===== src/rtl/gauss_filter_imgrd_p_if.sv =====
// Command, status and read-request bundle for the two-pass Gaussian address scanner.
interface gauss_filter_imgrd_p_if #(
  parameter int unsigned COORD_W = 10
);
  logic               start;
  logic [1:0]         mode;
  logic               rd_ready;
  logic               busy;
  logic               done;
  logic               sram_rd_en;
  logic [COORD_W-1:0] sram_rd_px;
  logic [COORD_W-1:0] sram_rd_py;
  logic               dram_rd_en;
  logic [COORD_W-1:0] dram_rd_px;
  logic [COORD_W-1:0] dram_rd_py;
  logic               rd_sol;
  logic               rd_eol;

  modport master (
    output start, mode, rd_ready,
    input  busy, done, sram_rd_en, sram_rd_px, sram_rd_py,
    input  dram_rd_en, dram_rd_px, dram_rd_py, rd_sol, rd_eol
  );

  modport slave (
    input  start, mode, rd_ready,
    output busy, done, sram_rd_en, sram_rd_px, sram_rd_py,
    output dram_rd_en, dram_rd_px, dram_rd_py, rd_sol, rd_eol
  );
endinterface


===== src/rtl/gauss_filter_imgrd_p.sv =====
// Address scanner for a separable Gaussian filter: row pass over the source RAM,
// then column pass over the destination RAM, each line padded by PAD pixels per end.
module gauss_filter_imgrd_p #(
  parameter int unsigned IMG_W   = 256,
  parameter int unsigned IMG_H   = 256,
  parameter int unsigned PAD     = 2,
  parameter int unsigned COORD_W = 10
) (
  input  logic                   clk,
  input  logic                   rst_n,
  gauss_filter_imgrd_p_if.slave  bus
);

  localparam int unsigned MAX_DIM = (IMG_W > IMG_H) ? IMG_W : IMG_H;

  if ((IMG_W < 1) || (IMG_H < 1) || (PAD > 8) ||
      ((64'd1 << (COORD_W - 1)) <= 64'(MAX_DIM + PAD - 1))) begin : g_bad_params
    $error("gauss_filter_imgrd_p: invalid IMG_W/IMG_H/PAD/COORD_W combination");
  end

  localparam logic [COORD_W-1:0] ONE      = COORD_W'(1);
  localparam logic [COORD_W-1:0] X_FIRST  = COORD_W'(0 - PAD);
  localparam logic [COORD_W-1:0] ROW_LAST = COORD_W'(IMG_W - 1 + PAD);
  localparam logic [COORD_W-1:0] COL_LAST = COORD_W'(IMG_H - 1 + PAD);
  localparam logic [COORD_W-1:0] W_LAST   = COORD_W'(IMG_W - 1);
  localparam logic [COORD_W-1:0] H_LAST   = COORD_W'(IMG_H - 1);

  typedef enum logic [1:0] {IDLE, ROW, COL} state_e;

  state_e             state_q, state_d;
  logic               col_q, col_d;
  logic [COORD_W-1:0] inner_q, inner_d;
  logic [COORD_W-1:0] line_q, line_d;
  logic               done_d;

  logic               busy_q, busy_d;
  logic               done_q;
  logic               sram_en_q, sram_en_d;
  logic               dram_en_q, dram_en_d;
  logic               sol_q, sol_d;
  logic               eol_q, eol_d;
  logic [COORD_W-1:0] sram_px_q, sram_px_d;
  logic [COORD_W-1:0] sram_py_q, sram_py_d;
  logic [COORD_W-1:0] dram_px_q, dram_px_d;
  logic [COORD_W-1:0] dram_py_q, dram_py_d;

  // Next-state and counter advance; nothing moves while a request is stalled.
  always_comb begin
    state_d = state_q;
    col_d   = col_q;
    inner_d = inner_q;
    line_d  = line_q;
    done_d  = 1'b0;
    unique case (state_q)
      IDLE: begin
        if (bus.start) begin
          if (bus.mode == 2'b00) begin
            done_d = 1'b1;
          end else begin
            col_d   = bus.mode[1];
            state_d = bus.mode[0] ? ROW : COL;
            inner_d = X_FIRST;
            line_d  = '0;
          end
        end
      end
      ROW: begin
        if (bus.rd_ready) begin
          if (inner_q != ROW_LAST) begin
            inner_d = inner_q + ONE;
          end else begin
            inner_d = X_FIRST;
            if (line_q != H_LAST) begin
              line_d = line_q + ONE;
            end else begin
              line_d = '0;
              if (col_q) begin
                state_d = COL;
              end else begin
                state_d = IDLE;
                inner_d = '0;
                done_d  = 1'b1;
              end
            end
          end
        end
      end
      COL: begin
        if (bus.rd_ready) begin
          if (inner_q != COL_LAST) begin
            inner_d = inner_q + ONE;
          end else begin
            inner_d = X_FIRST;
            if (line_q != W_LAST) begin
              line_d = line_q + ONE;
            end else begin
              state_d = IDLE;
              line_d  = '0;
              inner_d = '0;
              done_d  = 1'b1;
            end
          end
        end
      end
      default: begin
        state_d = IDLE;
        inner_d = '0;
        line_d  = '0;
      end
    endcase

    // Request outputs are a registered image of the next counter state.
    busy_d    = (state_d != IDLE);
    sram_en_d = (state_d == ROW);
    dram_en_d = (state_d == COL);
    sram_px_d = sram_en_d ? inner_d : '0;
    sram_py_d = sram_en_d ? line_d  : '0;
    dram_px_d = dram_en_d ? line_d  : '0;
    dram_py_d = dram_en_d ? inner_d : '0;
    sol_d     = busy_d && (inner_d == X_FIRST);
    eol_d     = (sram_en_d && (inner_d == ROW_LAST)) ||
                (dram_en_d && (inner_d == COL_LAST));
  end

  always_ff @(posedge clk or negedge rst_n) begin
    if (!rst_n) begin
      state_q   <= IDLE;
      col_q     <= 1'b0;
      inner_q   <= '0;
      line_q    <= '0;
      busy_q    <= 1'b0;
      done_q    <= 1'b0;
      sram_en_q <= 1'b0;
      dram_en_q <= 1'b0;
      sol_q     <= 1'b0;
      eol_q     <= 1'b0;
      sram_px_q <= '0;
      sram_py_q <= '0;
      dram_px_q <= '0;
      dram_py_q <= '0;
    end else begin
      state_q   <= state_d;
      col_q     <= col_d;
      inner_q   <= inner_d;
      line_q    <= line_d;
      busy_q    <= busy_d;
      done_q    <= done_d;
      sram_en_q <= sram_en_d;
      dram_en_q <= dram_en_d;
      sol_q     <= sol_d;
      eol_q     <= eol_d;
      sram_px_q <= sram_px_d;
      sram_py_q <= sram_py_d;
      dram_px_q <= dram_px_d;
      dram_py_q <= dram_py_d;
    end
  end

  assign bus.busy       = busy_q;
  assign bus.done       = done_q;
  assign bus.sram_rd_en = sram_en_q;
  assign bus.sram_rd_px = sram_px_q;
  assign bus.sram_rd_py = sram_py_q;
  assign bus.dram_rd_en = dram_en_q;
  assign bus.dram_rd_px = dram_px_q;
  assign bus.dram_rd_py = dram_py_q;
  assign bus.rd_sol     = sol_q;
  assign bus.rd_eol     = eol_q;

endmodule


===== src/flat_wrapper.sv =====
// flat-port wrapper written by rule: the top's interface ports become plain ports
module gauss_filter_imgrd_p_flat 
#(
  parameter int unsigned IMG_W   = 256,
  parameter int unsigned IMG_H   = 256,
  parameter int unsigned PAD     = 2,
  parameter int unsigned COORD_W = 10
)
  (clk, rst_n, bus_start, bus_mode, bus_rd_ready, bus_busy, bus_done, bus_sram_rd_en, bus_sram_rd_px, bus_sram_rd_py, bus_dram_rd_en, bus_dram_rd_px, bus_dram_rd_py, bus_rd_sol, bus_rd_eol);
  gauss_filter_imgrd_p_if #(.COORD_W(COORD_W)) bus_i ();
  input  logic clk;
  input  logic rst_n;
  input wire logic [$bits(bus_i.start)-1:0] bus_start;
  input wire logic [$bits(bus_i.mode)-1:0] bus_mode;
  input wire logic [$bits(bus_i.rd_ready)-1:0] bus_rd_ready;
  output wire logic [$bits(bus_i.busy)-1:0] bus_busy;
  output wire logic [$bits(bus_i.done)-1:0] bus_done;
  output wire logic [$bits(bus_i.sram_rd_en)-1:0] bus_sram_rd_en;
  output wire logic [$bits(bus_i.sram_rd_px)-1:0] bus_sram_rd_px;
  output wire logic [$bits(bus_i.sram_rd_py)-1:0] bus_sram_rd_py;
  output wire logic [$bits(bus_i.dram_rd_en)-1:0] bus_dram_rd_en;
  output wire logic [$bits(bus_i.dram_rd_px)-1:0] bus_dram_rd_px;
  output wire logic [$bits(bus_i.dram_rd_py)-1:0] bus_dram_rd_py;
  output wire logic [$bits(bus_i.rd_sol)-1:0] bus_rd_sol;
  output wire logic [$bits(bus_i.rd_eol)-1:0] bus_rd_eol;
  assign bus_i.start = bus_start;
  assign bus_i.mode = bus_mode;
  assign bus_i.rd_ready = bus_rd_ready;
  assign bus_busy = bus_i.busy;
  assign bus_done = bus_i.done;
  assign bus_sram_rd_en = bus_i.sram_rd_en;
  assign bus_sram_rd_px = bus_i.sram_rd_px;
  assign bus_sram_rd_py = bus_i.sram_rd_py;
  assign bus_dram_rd_en = bus_i.dram_rd_en;
  assign bus_dram_rd_px = bus_i.dram_rd_px;
  assign bus_dram_rd_py = bus_i.dram_rd_py;
  assign bus_rd_sol = bus_i.rd_sol;
  assign bus_rd_eol = bus_i.rd_eol;
  gauss_filter_imgrd_p #(.IMG_W(IMG_W), .IMG_H(IMG_H), .PAD(PAD), .COORD_W(COORD_W)) u_core (.clk(clk), .rst_n(rst_n), .bus(bus_i));
endmodule

===== config.mk =====
export PLATFORM = sky130hd
export DESIGN_NAME = gauss_filter_imgrd_p_flat
export DESIGN_NICKNAME = d
export VERILOG_FILES = /design/src/rtl/gauss_filter_imgrd_p_if.sv /design/src/rtl/gauss_filter_imgrd_p.sv /design/src/flat_wrapper.sv
export SDC_FILE = /design/constraint.sdc
export NUM_CORES = 1
export LEC_CHECK = 0
export ABC_AREA = 1
export CORE_AREA = 2 2 91 93
export CTS_CLUSTER_DIAMETER = 150
export DETAILED_ROUTE_END_ITERATION = 12
export DIE_AREA = 0 0 93 95
export GPL_TIMING_DRIVEN = 0
export PLACE_DENSITY = 0.67
export SYNTH_ARGS = -nofsm -noshare
export SYNTH_HDL_FRONTEND = slang
export SYNTH_SLANG_ARGS = --single-unit

===== constraint.sdc =====
create_clock -name clk -period 4.3 [get_ports clk]
set_input_delay 0.43 -clock clk [delete_from_list [all_inputs] [get_ports clk]]
set_output_delay 0.43 -clock clk [all_outputs]
set_load 0.03 [all_outputs]

== Yosys cells after proc, flatten, opt, wreduce, memory -nomap -nowiden ==
Index checks and enable logic that the tools add are counted.
Word-level totals
  memories kept: 0
  word-level logic and storage cells: 75
  output and inout port bits: 46
  input bits: 6
  bits in writable memories: 0
  bits in read-only memories: 0
  bits in latches: 0
  register bits after elaboration: 69
Cells by class
  multiplexer cells: 41
  reductions and logical operators: 9
  order comparisons: 0
  eq/ne operators: 8
  add/sub/neg operators: 2
  bitwise logic cells: 1
  shift operators: 0
  div/mod/pow operators: 0
  $mul: 0
Operator list (count)
  $mux 10: 18
  $pmux 10 s3: 1
  $add 10x1->10 const B: 2
  $mux 2: 10
  $pmux 10 s2: 1
  $eq 10x10->1 const B: 1
  $eq 10x9->1 const B: 1
  $ne 10x8->1 const B: 1
  $ne 10x9->1 const B: 1
  $mux 1: 9
  $pmux 2 s3: 1
  $eq 2x1->1 const B: 2
  $eq 2x2->1 const B: 2
  $logic_not 2->1: 2
  $logic_and 1x1->1: 3
  $pmux 1 s3: 1
  $reduce_and 3->1: 1
  $reduce_bool 2->1: 1
  $reduce_or 2->1: 1
  $logic_or 1x1->1: 1
  $not 1->1: 1

== Logic depth before layout (Yosys ltp) ==
Gate-level depths: netlist of run 1.
  depth after elaboration: 8
  gate-level depth with buffers: 16
  depth with buffers taken out: 16

== Least setup slack after synthesis of run 1 ==
Ideal clock, no wire load.
  path kind: register to register
  start point: register u_core.inner_q[1]
  end point: register u_core.dram_px_q[1] (netlist: u_core.bus.dram_rd_px[1])
  path buffers: 1
  path slack: 2.405 ns
  required time: 4.172 ns
  setup time: 0.128 ns
  stages on the path, launching flop included: 15
  data arrival time: 1.766 ns
  cell sequence: dfrtp_1 -> inv_1 -> ha_1 -> inv_1 -> nor2_1 -> nand3_2 -> nor3_4 -> nand2_2 -> nand3_1 -> nand3_1 -> nand2_2 -> nor2_4 -> inv_2 -> buf_6 -> nor2_1
Between the ends
  cells in the longest elaborated chain, start to end: 6
  elaborated cells between the ends (all ways): 11
Ends and longest elaborated chain
  from (decl): line gauss_filter_imgrd_p.sv:32  | logic [COORD_W-1:0] inner_q, inner_d;
  from (signal assigned): line gauss_filter_imgrd_p.sv:144  | inner_q <= inner_d;
  $ne 10x9->1 (*): line gauss_filter_imgrd_p.sv:69, gauss_filter_imgrd_p.sv:90
  $mux 2 (on tied branches): line gauss_filter_imgrd_p.sv:90, gauss_filter_imgrd_p.sv:69
  $mux 2 (on tied branches): line gauss_filter_imgrd_p.sv:89, gauss_filter_imgrd_p.sv:68
  $pmux 2 s3 (*): line gauss_filter_imgrd_p.sv:54  | unique case (state_q)
  $eq 2x2->1 (*): line gauss_filter_imgrd_p.sv:115  | dram_en_d = (state_d == COL);
  net u_core.dram_en_d: line gauss_filter_imgrd_p.sv:39  | logic dram_en_q, dram_en_d;
  $mux 10 (*): line gauss_filter_imgrd_p.sv:118  | dram_px_d = dram_en_d ? line_d : '0;
  net u_core.dram_px_d[1]: line gauss_filter_imgrd_p.sv:44  | logic [COORD_W-1:0] dram_px_q, dram_px_d;
  to (signal assigned): line gauss_filter_imgrd_p.sv:154  | dram_px_q <= dram_px_d;
  to (decl): line gauss_filter_imgrd_p.sv:44
The timed path passes the listed nets; every way through them passes the cells marked *.
A chain may end at the register's enable or synchronous reset.

== Worst setup path after layout of run 1 ==
  start point: register u_core.inner_q[0]
  end point: register u_core.dram_py_q[5] (netlist: u_core.bus.dram_rd_py[5])
Between the ends
  cells in the longest elaborated chain, start to end: 6
  elaborated cells between the ends (all ways): 14
Ends and longest elaborated chain
  $ne 10x9->1 (*): line gauss_filter_imgrd_p.sv:69, gauss_filter_imgrd_p.sv:90
  $mux 2 (on tied branches): line gauss_filter_imgrd_p.sv:90, gauss_filter_imgrd_p.sv:69
  $mux 2 (on tied branches): line gauss_filter_imgrd_p.sv:89, gauss_filter_imgrd_p.sv:68
  $pmux 2 s3 (*): line gauss_filter_imgrd_p.sv:54
  $eq 2x2->1 (*): line gauss_filter_imgrd_p.sv:115
  net u_core.dram_en_d: line gauss_filter_imgrd_p.sv:39
  $mux 10 (*): line gauss_filter_imgrd_p.sv:119  | dram_py_d = dram_en_d ? inner_d : '0;
  net u_core.dram_py_d[5]: line gauss_filter_imgrd_p.sv:45  | logic [COORD_W-1:0] dram_py_q, dram_py_d;
  to (signal assigned): line gauss_filter_imgrd_p.sv:155  | dram_py_q <= dram_py_d;
  to (decl): line gauss_filter_imgrd_p.sv:45
Marked as above.

==> results summary, run 1 <==
The detailed-routing iteration count for the pre-antenna-repair pass came out at 4. The post-cts hold buffer count is 0. The buffer depth of the longest clock path is 2. In this run the critical register-to-register path is launched from u_core.inner_q[0]$_DFF_PN0_. The count of unresolved DRC violations after routing came out at 0. The final antenna diode count is 0. Using the TritonRoute via totals, the vias-per-cell ratio works out to 4.828. The TritonCTS sink count came out at 69. By area the synthesized netlist is led by dfrtp_1 (50%), nand2_1 (13%), inv_1 (7.1%). Setup violations remaining at the end of the flow were counted as 0. In this run the worst hold path is classified as input pin to async pin.

Net switching is 46.58% of the power. The post-synthesis register bit count came out at 69. The period utilization is 55.31%. The pin slew with the least headroom to its limit came out at 844.8 ps. The number of cell rows is 33.

The highest layer touched by signal routing is met4. For flop-to-flop paths, the worst setup slack is 1920 ps. The number of cells upsized or downsized after cts came out at 0.

The area occupied by registers is 1727 um2. The number of top-level pins is 52. The proportion of power drawn by flip-flops and latches came out at 31.8%. The number of max-slew violations in the final report is 0. The total of max-cap violations came out at 0. The async set or reset register ratio after synthesis came out at 100.0%.

Measured against its own limit, the worst slew margin works out to 43.68%. The final estimated routing congestion in global placement is 0.8371. At the placement stage, the worst setup path has a slack of 1658 ps. The met3 wirelength from detailed routing came out at 471 um.

The number of H-tree branching levels came out at 3. The final total power came out at 2.971 mW. The number of fill cells in the layout is 749.

The number of non-filler instances in the completed layout is 609. The worst setup path is captured at a flip-flop. Detailed routing placed a total of 3512 um of wire on met2. The setup path with the least slack is of type flip-flop to flip-flop.

The number of violations reported at the end of detailed-routing iteration 0 is 176. The endpoint arrival time on the critical path came out at 2600 ps. The remaining global-route overflow is 0.

The depth of the most critical reg-to-reg path is 13. Measured along the y axis, the die boundary spans 95 um. The remaining number of nets flagged by the antenna check after routing came out at 0. Once routing completed, OpenROAD measured the worst setup slack at 1922 ps. The largest fanout of any net on the critical path came out at 10. For this block, the routed nets add up to 8013 um of wire. The final design area excluding fillers came out at 4299 um2.

The critical path ends at u_core.bus.dram_rd_py[5]$_DFF_PN0_. The area of combinational cells with multiple inputs came out at 1425 um2. The maximum number of pins on one net before global-route repair is 70. The number of warnings reported in the yosys synthesis log is 0. The number of endpoints with negative hold slack in the final report came out at 0.

The number of antenna violations at the first check in global routing is 0. The proportion of power drawn by the clock network is 17.8%. The number of nets in the synthesized netlist is 450. The area of the mapped netlist is 3460 um2. Global routing consumed, over all layers together, 19.70% of the routing resources. Cells fill 54.23% of the core in the end. The first-pass GRT wire length is 13,390 um. In this run the tool buffered the top-level ports with 51 buffer cells. The required time of the critical path is 4520 ps. For this design the ratio of total power to cell area is 691.0 nW/um2. After technology mapping, the gate count stands at 437. After synthesis, the mean cell area works out to 7.917 um2. The commonest cells after synthesis are nand2_1 (120), dfrtp_1 (69), inv_1 (65). Per report_power, the combinational group accounts for 50.4% of the total. The total internal power is 1.587 mW. The growth of design area from synthesis to finish came out at 24.27%. The clock transition at the registers of the reported paths is 80 ps. The total negative slack is 0 ps. The most critical setup path has its startpoint at u_core.inner_q[0]$_DFF_PN0_. The count of flip-flops with a built-in enable after synthesis came out at 0.

The synthesized netlist contains 33 unique library cells. Once placement finished, the instance area stood at 4099 um2. The share of final-layout standard cells stronger than drive strength 1 is 8.929%. The total via count in the routed design is 2,940. The die covers 8835 um2.

The portion of synthesized cell area occupied by the leading cell type is 49.91%. The via count of the first global-routing pass is 2,795. The master cell of the clock root buffer is clkbuf_8. The number of setup buffers added after CTS is 0.

The post-placement cell count came out at 593. The category of the worst setup path launch point is a flip-flop. The maximum frequency from static timing analysis came out at 420.5 MHz. The final-layout worst hold slack came out at 188.5 ps. The routed length per placed instance is 13.16 um. Setup repair after global routing left no endpoint under its margin.

In this run the critical register-to-register path is captured at u_core.bus.dram_rd_py[5]$_DFF_PN0_. In this run the power spent charging and discharging nets is 1.384 mW. The clock network latency to the later pin of the worst-skew pair came out at 350 ps. The largest voltage drop on the vdd net is 0.4262 mV. Subtracting the final worst setup slack from the clock period gives 2378 ps.

Summing the sequential cell areas from Yosys gives 49.91% of the chip area. The run finished with clean final reports. The most repeated cell in the gate-level netlist after synthesis is nand2_1. The starting density of the core is 43.64%. The standard cell core area came out at 7928 um2. The die is 93 um wide. Clock skew on the completed layout was measured at 11.67 ps. The wire length on met1 came out at 3862 um.

The total clock buffers created by CTS came out at 9. The CTS tree is built. The post-DP HPWL is 5867 um. The number of nets in the layout is 512. The biggest area consumer among synthesized cells is dfrtp_1. The most used flip-flop cell after synthesis is dfrtp_1. The leakage power is 2.202 nW.
layout by cell type, fill, tap and decap left out, types with 2 or more instances in the layout:
cell / count
clkbuf_1: 3
dfrtp_1: 69
inv_1: 65
a21oi_2: 2
nor2_1: 57
ha_1: 7
clkdlybuf4s50_1: 50
o21ai_0: 12
nand3_2: 3
a32oi_1: 2
xor2_1: 4
nand3_1: 25
nand2_2: 4
clkinvlp_4: 2
inv_2: 3
nor2_4: 3
nor2_2: 7
nand4_1: 5
clkinv_1: 3
o211ai_1: 3
a21oi_1: 25
nor3_1: 3
buf_4: 2
clkbuf_8: 10
buf_6: 2
nand2_1: 120
layout make-up:
class                           instances  area share [%]
Tap cell                              105           3.056
Clock buffer                           11           3.289
Clock inverter                          5           1.368
Buffer                                  6          0.9604
Sequential cell                        69           40.16
Multi-Input combinational cell        291           33.15
Timing Repair Buffer                   51           11.82
Inverter                               71           6.199
worst min path at each step:
| stage | cells past startpoint | end | start |
|---|---|---|---|
| 2_1_floorplan | 0 | u_core.bus.busy$_DFF_PN0_ | rst_n |
| 6_report | 1 | u_core.bus.sram_rd_py[6]$_DFF_PN0_ | rst_n |
| 5_1_grt | 1 | u_core.bus.sram_rd_py[6]$_DFF_PN0_ | rst_n |
| 3_5_place_dp | 2 | u_core.col_q$_DFFE_PN0P_ | u_core.col_q$_DFFE_PN0P_ |
| 3_3_place_gp | 2 | u_core.col_q$_DFFE_PN0P_ | u_core.col_q$_DFFE_PN0P_ |
| 4_1_cts | 1 | u_core.bus.sram_rd_py[6]$_DFF_PN0_ | rst_n |
flip-flops by register name, summed over array words and instances, names as in the netlist:
name                   flops
u_core.bus.sram_rd_en      1
u_core.bus.dram_rd_px     10
u_core.col_q               1
u_core.bus.sram_rd_py     10
u_core.bus.dram_rd_py     10
u_core.bus.rd_eol          1
u_core.bus.busy            1
u_core.line_q             10
u_core.bus.dram_rd_en      1
u_core.bus.done            1
u_core.state_q             2
u_core.inner_q            10
u_core.bus.rd_sol          1
u_core.bus.sram_rd_px     10
cells by family after synthesis:
group / count (synthesis) / synth area share (%)
adders and majority gates: 7 / 2.532
xor gates and xnor gates: 5 / 1.266
DFF: 69 / 49.91
buffers and inverters: 77 / 8.897
and+or+nand+nor: 231 / 29.29
AOI/OAI and AO/OA: 48 / 8.102
power by group through the flow:
stage | sequential (mW) | clock (mW) | combinational [mW]
global placement | 0.954 | 0 | 1.47
finish | 0.944 | 0.529 | 1.50
detailed placement | 0.953 | 0 | 1.48
floorplan | 1.13 | 0 | 0.816
CTS | 0.943 | 0.544 | 1.50
global route | 0.966 | 0.573 | 1.66
routing by layer:
metal,global-route usage [%],vias up
li1,-,1473
met1,27.90,1351
met2,28.32,101
met3,5.427,15
met4,8.578,0
met5,0,-
critical path, stage by stage (launching register included):
cell,delay [ps]
dfrtp_1,520
ha_1,200
inv_1,60
nor2_1,100
nand3_2,140
nor3_4,240
nand2_2,130
nand3_1,90
nand3_1,130
nand2_2,140
nor2_4,50
inv_2,190
buf_6,200
nor2_1,70
No activity file was read; power rests on OpenSTA's default activity.
==> inputs of run 2 (changes only) <==
clock period = 2.4 ns   (was 4.3 ns; I/O delays follow)
==> run 2 against run 1 <==
Compared with the run above: clock skew rose by 1.2 ps; sequential cell count did not move; via count rose by 0.68%; die area did not move; setup slack got worse by 1800 ps; the run now ends with negative hold slack left; total power rose by 81%; utilization rose by 0.49 points; clock power rose by 80%; global-route usage did not move; worst hold slack got worse by 190 ps.
==> results summary, run 2 (same netlist as run 1, synthesis figures left out) <==
The flow ran to the end, but the final reports show violations. The checks that failed: negative hold slack. The floorplan has 33 rows. The most frequent standard cell in the layout excluding fill and tap cells is nand2_1. In this run the worst hold path is classified as input pin to async pin. IR analysis of the VDD net gives a maximum drop of 0.7743 mV.

The via count of the first global-routing pass came out at 2,795. The standard cell core area came out at 7928 um2. The critical path goes through ha_1 -> inv_1 -> nor2_1 -> nand3_2 -> nor2_4 -> nand2_2 -> nor2_2 -> nand2_1 -> nand3_1 -> nand2_2 -> nor2_4 -> inv_4 -> buf_6 -> nor2_1.

The shortest clock period the worst path allows after layout came out at 2249 ps. The count of unresolved DRC violations after routing is 0. The final estimated routing congestion in global placement came out at 0.8371. Summed over all layers, the routed wires come to 8092 um. The starting density of the core came out at 43.64%. Leaving out fill and tap cells, the most frequent cells in the layout are nand2_1 (120), dfrtp_1 (68), inv_1 (65). The via-per-instance ratio is 4.845.

The die span in x came out at 93 um. The first-pass GRT wire length came out at 13,390 um. The number of endpoints with negative hold slack in the final report came out at 1. Global routing used 19.70% of the available tracks. The wire-length estimate of the detail-placed layout is 5867 um. The critical path in this run is classified as flip-flop to flip-flop. The worst stage delay on the critical path is 460 ps. The total of max-cap violations is 0. For flop-to-flop paths, the worst setup slack is 150 ps.

The vertical extent of the die is 95 um. The maximum frequency from static timing analysis came out at 444.7 MHz. The growth of design area from synthesis to finish is 25.39%. The leakage power is 2.221 nW. The detailed-routing iteration count for the pre-antenna-repair pass is 4. The count of final setup violators is 0.

The largest individual stage delay along the critical path comes from the cell dfrtp_2. The remaining number of nets flagged by the antenna check after routing is 0. The largest fanout of any net on the critical path came out at 10. The master cell of the clock root buffer is clkbuf_8.

The ratio of total power to cell area is 1236 nW/um2. The number of antenna violations at the first check in global routing came out at 0. TritonCTS built the clock tree. The clock transition at the registers of the reported paths came out at 80 ps. The number of I/O port buffers came out at 51. The share of final-layout standard cells stronger than drive strength 1 is 10.47%. The total clock buffers created by CTS came out at 9.

The depth of the most critical reg-to-reg path came out at 14. The remaining global-route overflow came out at 0. After layout, the worst path uses 93.69% of the clock period. Buffers inserted to repair hold after CTS numbered 0. The worst pin sits at a relative slew slack of 43.43%.

The buffer depth of the longest clock path is 2. The pin slew with the least headroom to its limit is 848.5 ps. The die covers 8835 um2.

The final antenna diode count is 0. STA classifies the critical path endpoint as a flip-flop. The number of H-tree branching levels is 3. The final-layout worst hold slack came out at -5.566 ps. The number of max-slew violations in the final report came to 0.

Setup repair after global routing left no endpoint under its margin. The number of violations reported at the end of detailed-routing iteration 0 came out at 222. The category of the worst setup path launch point is a flip-flop. Once layout is complete, the cells apart from fillers number 611. In the final routed layout, each cell accounts on average for 13.24 um. The maximum number of pins on one net before global-route repair came out at 70.

During I/O placement, the number of pins put on the boundary was 52. Detailed routing inserted a total of 2,960 vias. The endpoint arrival time on the critical path came out at 2510 ps. The post-placement cell count is 593. The clock network latency to the later pin of the worst-skew pair is 350 ps. The TritonCTS sink count came out at 69. The setup skew after layout came out at 12.89 ps. The number of nets in the layout came out at 514.

The required time of the critical path is 2660 ps.
run 2: changes by cell type in the layout (fill, tap and decap cells not counted), sizes merged:
cell / change
buf: +2
clkinvlp: +1
inv: +1
clkinv: -2
run 2: power by group:
group          total (mW)  switching, mW  leakage [nW]  internal [mW]
clock network       0.950          0.439        0.0959          0.510
registers            1.69          0.216         0.924           1.47
logic                2.73           1.84          1.20          0.882
total                5.36           2.50          2.22           2.86
run 2: final timing paths:
kind                                        startpoint                                  to
setup / recovery           u_core.inner_q[0]$_DFF_PN0_  u_core.bus.dram_rd_py[5]$_DFF_PN0_
hold / removal                                   rst_n  u_core.bus.sram_rd_py[6]$_DFF_PN0_
setup reg to reg           u_core.inner_q[0]$_DFF_PN0_  u_core.bus.dram_rd_py[5]$_DFF_PN0_
hold reg to reg               u_core.col_q$_DFFE_PN0P_            u_core.col_q$_DFFE_PN0P_
max in group asynchronous                        rst_n         u_core.inner_q[0]$_DFF_PN0_
min in group clk              u_core.col_q$_DFFE_PN0P_            u_core.col_q$_DFFE_PN0P_
run 2: layout make-up:
cell class	count	area [um2]
fillers	747	3590
well taps	105	131.4
flip-flops and latches	69	1728
inverters	71	272.8
repair buffers	53	523.0
plain buffers	6	41.29
multi-input cells	291	1441
clock buffers	11	141.4
clock inverters	5	58.81
run 2: metal layers:
metal | global-route usage, % | vias up | part of all wire (%)
li1 | - | 1487 | -
met1 | 27.90 | 1365 | 48
met2 | 28.32 | 95 | 45
met3 | 5.427 | 13 | 5.1
met4 | 8.578 | 0 | 1.8
met5 | 0 | - | 0
run 2: worst max-delay path, delay by kind of cell, from the launching register on:
kind          cells  cell delay (ps)
simple gates     10             1240
flops             1              460
fa+ha+maj         1              170
buf+inv           3              310
run 2: metrics by stage:
step	utilization (%)	setup TNS (ps)	area (um2)	total power, mW	setup slack [ps]
6_report	54.72	0	4338	5.363	151.5
5_1_grt	54.72	0	4338	5.768	0.8467
4_1_cts	54.23	0	4299	5.343	66.03
3_5_place_dp	51.70	-376.0	4099	4.367	-52.29
3_3_place_gp	51.74	-74220	4101	4.342	-1079
2_1_floorplan	-	0	3460	3.496	505.1
run 2: timing repair:
action,CTS,global route
gates resized for setup,0,8
setup endpoints to repair,0,33
buffers inserted,0,2
